**src/rtl/conv_skew_feeder.sv**
```systemverilog
// conv_skew_feeder
//
// Sits between the data mover's memory read ports and a PE_SIZE x PE_SIZE
// systolic array. Activation words are split into byte lanes and delayed
// diagonally (lane i is delayed by i+1 cycles past the read data), so the
// array sees the classic skewed wavefront. Weight rows pass through a single
// register and are tagged with a wrapping row index. The block has no
// back-pressure: every read issued by the data mover is consumed.
//
// Ports
//   clk            : sole clock, rising edge
//   rst            : asynchronous active-high reset
//   mem0_ce0       : activation memory read enable (data arrives next cycle)
//   mem0_q0  [W]   : activation read data
//   mem1_ce0       : weight memory read enable (data arrives next cycle)
//   mem1_q0  [W]   : weight read data
//   act_o    [W]   : skewed activation lanes, lane i = [i*DATA_WIDTH +: DATA_WIDTH]
//   act_valid_o[PE_SIZE] : per-lane valid for act_o
//   weight_o [W]   : registered weight row
//   weight_valid_o : weight_o holds a new row this cycle
//   weight_row_o   : row index of weight_o
//   weight_load_o  : pulse alongside the last row of a weight block
//   act_done_o     : pulse when the activation pipeline has fully drained
//   busy_o         : some activation lane still holds valid data
module conv_skew_feeder #(
  parameter int PE_SIZE    = 16,
  parameter int DATA_WIDTH = 8,
  localparam int W     = PE_SIZE * DATA_WIDTH,
  localparam int ROW_W = (PE_SIZE > 1) ? $clog2(PE_SIZE) : 1
) (
  input  logic               clk,
  input  logic               rst,
  input  logic               mem0_ce0,
  input  logic [W-1:0]       mem0_q0,
  input  logic               mem1_ce0,
  input  logic [W-1:0]       mem1_q0,
  output logic [W-1:0]       act_o,
  output logic [PE_SIZE-1:0] act_valid_o,
  output logic [W-1:0]       weight_o,
  output logic               weight_valid_o,
  output logic [ROW_W-1:0]   weight_row_o,
  output logic               weight_load_o,
  output logic               act_done_o,
  output logic               busy_o
);

  localparam logic [ROW_W-1:0] LAST_ROW = ROW_W'(PE_SIZE - 1);

  // Read-enable delay: aligns a valid flag with the memory's one-cycle latency.
  logic rd0_vld_q, rd0_vld_d;
  logic rd1_vld_q, rd1_vld_d;

  // Valid shift chain shared by all lanes. Stage j is the valid for the j-th
  // data register of every lane deep enough to have one; lane i exits at
  // stage i, so lane_vld_q[i] is exactly act_valid_o[i].
  logic [PE_SIZE-1:0] lane_vld_q, lane_vld_d;
  logic               act_done_q, act_done_d;

  logic [W-1:0]     weight_q, weight_d;
  logic             weight_valid_q, weight_valid_d;
  logic [ROW_W-1:0] weight_row_q, weight_row_d;
  logic             weight_load_q, weight_load_d;
  logic [ROW_W-1:0] row_cnt_q, row_cnt_d;

  always_comb begin
    rd0_vld_d = mem0_ce0;
    rd1_vld_d = mem1_ce0;

    lane_vld_d    = '0;
    lane_vld_d[0] = rd0_vld_q;
    for (int i = 1; i < PE_SIZE; i++) begin
      lane_vld_d[i] = lane_vld_q[i-1];
    end

    // Drain is detected when the deepest lane is about to drop its last word
    // and nothing at all is following it. Any newer word anywhere in the
    // chain (including one entering stage 0) suppresses the pulse.
    act_done_d = lane_vld_q[PE_SIZE-1] && (lane_vld_d == '0);

    weight_d       = weight_q;
    weight_row_d   = weight_row_q;
    weight_valid_d = 1'b0;
    weight_load_d  = 1'b0;
    row_cnt_d      = row_cnt_q;
    if (rd1_vld_q) begin
      weight_d       = mem1_q0;
      weight_valid_d = 1'b1;
      weight_row_d   = row_cnt_q;
      weight_load_d  = (row_cnt_q == LAST_ROW);
      row_cnt_d      = (row_cnt_q == LAST_ROW) ? '0 : row_cnt_q + ROW_W'(1);
    end
  end

  always_ff @(posedge clk or posedge rst) begin
    if (rst) begin
      rd0_vld_q      <= 1'b0;
      rd1_vld_q      <= 1'b0;
      lane_vld_q     <= '0;
      act_done_q     <= 1'b0;
      weight_q       <= '0;
      weight_valid_q <= 1'b0;
      weight_row_q   <= '0;
      weight_load_q  <= 1'b0;
      row_cnt_q      <= '0;
    end else begin
      rd0_vld_q      <= rd0_vld_d;
      rd1_vld_q      <= rd1_vld_d;
      lane_vld_q     <= lane_vld_d;
      act_done_q     <= act_done_d;
      weight_q       <= weight_d;
      weight_valid_q <= weight_valid_d;
      weight_row_q   <= weight_row_d;
      weight_load_q  <= weight_load_d;
      row_cnt_q      <= row_cnt_d;
    end
  end

  // Per-lane data delay lines. Lane gi owns gi+1 registers; each register
  // loads only when the matching valid stage loads a 1, so idle lanes hold
  // their last word instead of capturing whatever is on the memory bus.
  genvar gi;
  generate
    for (gi = 0; gi < PE_SIZE; gi++) begin : g_lane
      logic [gi:0][DATA_WIDTH-1:0] stage_q, stage_d;

      always_comb begin
        stage_d = stage_q;
        if (lane_vld_d[0]) begin
          stage_d[0] = mem0_q0[gi*DATA_WIDTH +: DATA_WIDTH];
        end
        for (int j = 1; j <= gi; j++) begin
          if (lane_vld_d[j]) begin
            stage_d[j] = stage_q[j-1];
          end
        end
      end

      always_ff @(posedge clk or posedge rst) begin
        if (rst) begin
          stage_q <= '0;
        end else begin
          stage_q <= stage_d;
        end
      end

      assign act_o[gi*DATA_WIDTH +: DATA_WIDTH] = stage_q[gi];
    end
  endgenerate

  assign act_valid_o    = lane_vld_q;
  assign busy_o         = |lane_vld_q;
  assign act_done_o     = act_done_q;
  assign weight_o       = weight_q;
  assign weight_valid_o = weight_valid_q;
  assign weight_row_o   = weight_row_q;
  assign weight_load_o  = weight_load_q;

endmodule
```
**config.mk**
```make
export PLATFORM = sky130hd
export DESIGN_NAME = conv_skew_feeder
export DESIGN_NICKNAME = d
export VERILOG_FILES = /design/src/rtl/conv_skew_feeder.sv
export SDC_FILE = /design/constraint.sdc
export NUM_CORES = 2
export LEC_CHECK = 0
export CAP_MARGIN = 10
export CORE_ASPECT_RATIO = 2
export CORE_UTILIZATION = 40
export DETAILED_ROUTE_END_ITERATION = 8
export PLACE_DENSITY_LB_ADDON = 0.08
export SYNTH_ARGS = -nofsm -noshare
export SYNTH_HDL_FRONTEND = slang
export SYNTH_SLANG_ARGS = --single-unit
```
**constraint.sdc**
```tcl
create_clock -name clk -period 41.3 [get_ports clk]
set_input_delay 4.13 -clock clk [delete_from_list [all_inputs] [get_ports clk]]
set_output_delay 4.13 -clock clk [all_outputs]
set_load 0.005 [all_outputs]
```
==> summary.txt <==
Floorplan
  – Die ar.: 118000 um2
  – Io pins: between 500 and 600
  – Core area: between 100000 and 150000 um2
  – Width of the die: 243 um
  – Die Y: about 480 um
  – Starting Density: 0.404
  – Row cnt: approximately 180

Critical path
  – Crit path kind: primary input to asynchronous set/reset pin
  – CP Cell Sequence: clkdlybuf4s50_1, inv_8, buf_4, buf_4, buf_4, buf_4
  – Most frequent CP cell: buf_4
  – Critical path fanouts, max: 136
  – R2R Path Start: act_valid_o[0]$_DFF_PP0_
  – Setup crit end kind: asynchronous set/reset pin
  – Worst Path Required: 41.99 ns
  – Critical Path Max Stage Delay: around 0.86 ns
  – Startpoint Class: primary input
  – Slowest CP cell: buf_4
  – Worst EP arrival: about 8.7 ns
  – Crit. Startpoint: rst

Timing
  – Worst Tran Pin Value: roughly 1.1 ns
  – Slew Limit Fails: 0
  – Final setup margin: 33.28 ns
  – Min Tclk post-route: 8.02 ns
  – Slew HR: 0.249
  – Crit share post-route: 0.194
  – # setup viols final: 0
  – Final hold viol count: 0
  – Fmax: between 100 and 150 MHz
  – Setup Skew: around 0.021 ns
  – Setup tns final: 0 ns
  – Setup repair after global routing missed its margin: false

Job
  – Max cap viols: 0

CTS
  – CTS tree: done
  – Clock buffer depth: 3
  – Clk sinks: between 1000 and 1500
  – Root Driver: clkbuf_16
  – # H-tree levels: 3
  – Post-cts resize count: 0
  – Clock transition at path regs: ~0.06 ns
  – Setup bufs post-CTS: 0
  – Clock latency on the worst-skew pair: ~0.70 ns
  – Post-CTS Hold Buffers: 0
  – Cts bufs inserted: 110

GRT
  – Gr ovfl total: 0
  – GRT Util Overall: 0.166
  – Vias in the first global route: roughly 26000
  – First-pass GRT wire length: approximately 150000 um
  – Pin count of the biggest net entering global routing: 176
  – Initial antenna violation count: 25

Pwr
  – Sw frac: 0.239
  – Reg power frac: 0.515
  – Pint: roughly 2.6 mW
  – NetSw: around 0.8 mW
  – P_leak: approximately 24 nW
  – Logic pwr share: 0.170
  – Pwr/cell area: approximately 60 nW/um2
  – Worst vdd ir: 0.0000331 V
  – Clock share of power: 0.315

Run status
  – Status: finished, final reports clean

Yosys
  – Yosys top cell by area: dfrtp_1
  – Top FF cell, synth: dfrtp_1
  – Synth Net Count: roughly 3000
  – Top-count cell post-synth: dfrtp_1
  – Synth warn: 0
  – EDFF count, synth: 0
  – FF+latch count, synth: between 1000 and 1500
  – Register area share after synthesis: 0.668
  – Top post-synthesis cells by count: dfrtp_1, mux2_2, buf_4
  – Netlist Area Pre-Place: between 40000 and 50000 um2
  – Yosys top cell area share: 0.668
  – Library cells used by synthesis: 20
  – Post-synthesis async set-or-reset flop share: 1.00
  – Avg Inst Size Synth: between 15 and 20 um2
  – Synth Instances: roughly 2700
  – Top cells by area, synth: dfrtp_1, mux2_2, buf_4, buf_2, buf_6

Drt
  – Residual DRC count: 0
  – Post-route antenna net violation count: 0
  – Via/cell ratio: between 4 and 5
  – Avg WL per Cell: a little under 20 um
  – WL final: roughly 95000 um
  – DR pass1 iterations: 4
  – 1st-iter DRT viols: approximately 800
  – Via count: around 23000

Layout
  – Syn-to-layout area delta: 21.2%
  – Share of layout cells above drive strength 1: 0.444
  – Non-filler cells, final: around 4800
  – Fin nets: 3433

Placed design
  – Placed Instances: roughly 4600
  – Port Buf Inserts: between 500 and 600
  – Post-DP HPWL: between 60000 and 70000 um
  – RePlAce Congestion: 0.776
  – DP Worst Slack: 32.30 ns

Min path
  – Worst Hold Class: flip-flop to flip-flop
  – Hold path start: g_lane[3].stage_q[4]$_DFFE_PP0P_
## worst paths after layout
path | endpoint | slack (ns) | cells past startpoint
hold reg to reg | g_lane[3].stage_q[12]$_DFFE_PP0P_ | 0.50 | 1
setup reg to reg | act_o[13]$_DFFE_PP0P_ | 38.51 | 3
hold / removal | g_lane[3].stage_q[12]$_DFFE_PP0P_ | 0.50 | 1
max in group clk | busy_o | 34.46 | 4
min in group asynchronous | weight_o[10]$_DFFE_PP0P_ | 4.02 | 2
setup / recovery | act_o[43]$_DFFE_PP0P_ | 33.28 | 6
## cell usage in the layout (no fill, tap or decap), drive strengths merged
master,n
dfrtp,1245
mux2,1220
clkdlybuf4s50,539
clkbuf,169
buf,34
clkinv,22
bufinv,12
diode,9
inv,5
nand2,3
o21ai,3
nor4,3
nor2,2
xnor2,2
nand4,2
nor3,1
or2,1
nor3b,1
a21oi,1
ha,1
clkinvlp,1
## per-stage QoR
step	hold WS, ns	area (um2)	power [mW]	util
after CTS	0.495	56500	3.49	0.490
after detailed placement	0.486	52600	2.38	0.456
after global placement	0.483	52600	2.35	0.456
final	0.497	56500	3.42	0.490
after global routing	0.513	56500	3.62	0.490
after floorplan	0.367	46600	2.16	-
## metal layers
| layer | GRT usage | share of wire |
|---|---|---|
| met1 | 0.199 | 0.40 |
| met2 | 0.283 | 0.50 |
| met3 | 0.0516 | 0.072 |
| met4 | 0.0530 | 0.023 |
| met5 | 0 | 0.0021 |
## final cells by class
cell class / instances / area [um2]
inverter: 2 / 15.0
timing repair buffer: 573 / 5700
antenna: 9 / 22.5
clock inverter: 38 / 515
tap: 1513 / 1890
clock buffer: 169 / 3340
fill: 9904 / 58800
sequential: 1245 / 31200
multi-input combinational: 1240 / 13900
## power by group through the flow
| stage | Combinational, mW | Sequential [mW] | Clock, mW |
|---|---|---|---|
| CTS | 0.595 | 1.77 | 1.12 |
| global route | 0.634 | 1.82 | 1.17 |
| finish | 0.581 | 1.76 | 1.08 |
| floorplan | 0.439 | 1.72 | 0 |
| global placement | 0.573 | 1.77 | 0 |
| detailed placement | 0.592 | 1.79 | 0 |
## cells by family after synthesis
group / count (synthesis) / synth area share
flip-flops: 1245 / 0.668
multiplexers: 1220 / 0.295
buffers and inverters: 260 / 0.0347
AND/OR/NAND/NOR: 13 / 0.00161
AO/OA/AOI/OAI: 4 / 0.000429
XOR/XNOR: 2 / 0.000376
adder cells (fa/ha/maj): 1 / 0.000268
## sequential cells by signal, summed over array words and instances (netlist names)
| name | count |
|---|---|
| weight_valid_o | 1 |
| row_cnt_q | 4 |
| rd1_vld_q | 1 |
| weight_o | 128 |
| act_done_o | 1 |
| weight_row_o | 4 |
| g_lane.stage_q | 968 |
| act_o | 120 |
| weight_load_o | 1 |
| rd0_vld_q | 1 |
| act_valid_o | 16 |
## critical path, delay by kind of cell
kind                   cells  cell delay [ns]
buffers and inverters      6             4.22
Note: power is estimated with default switching activity, not from simulation.
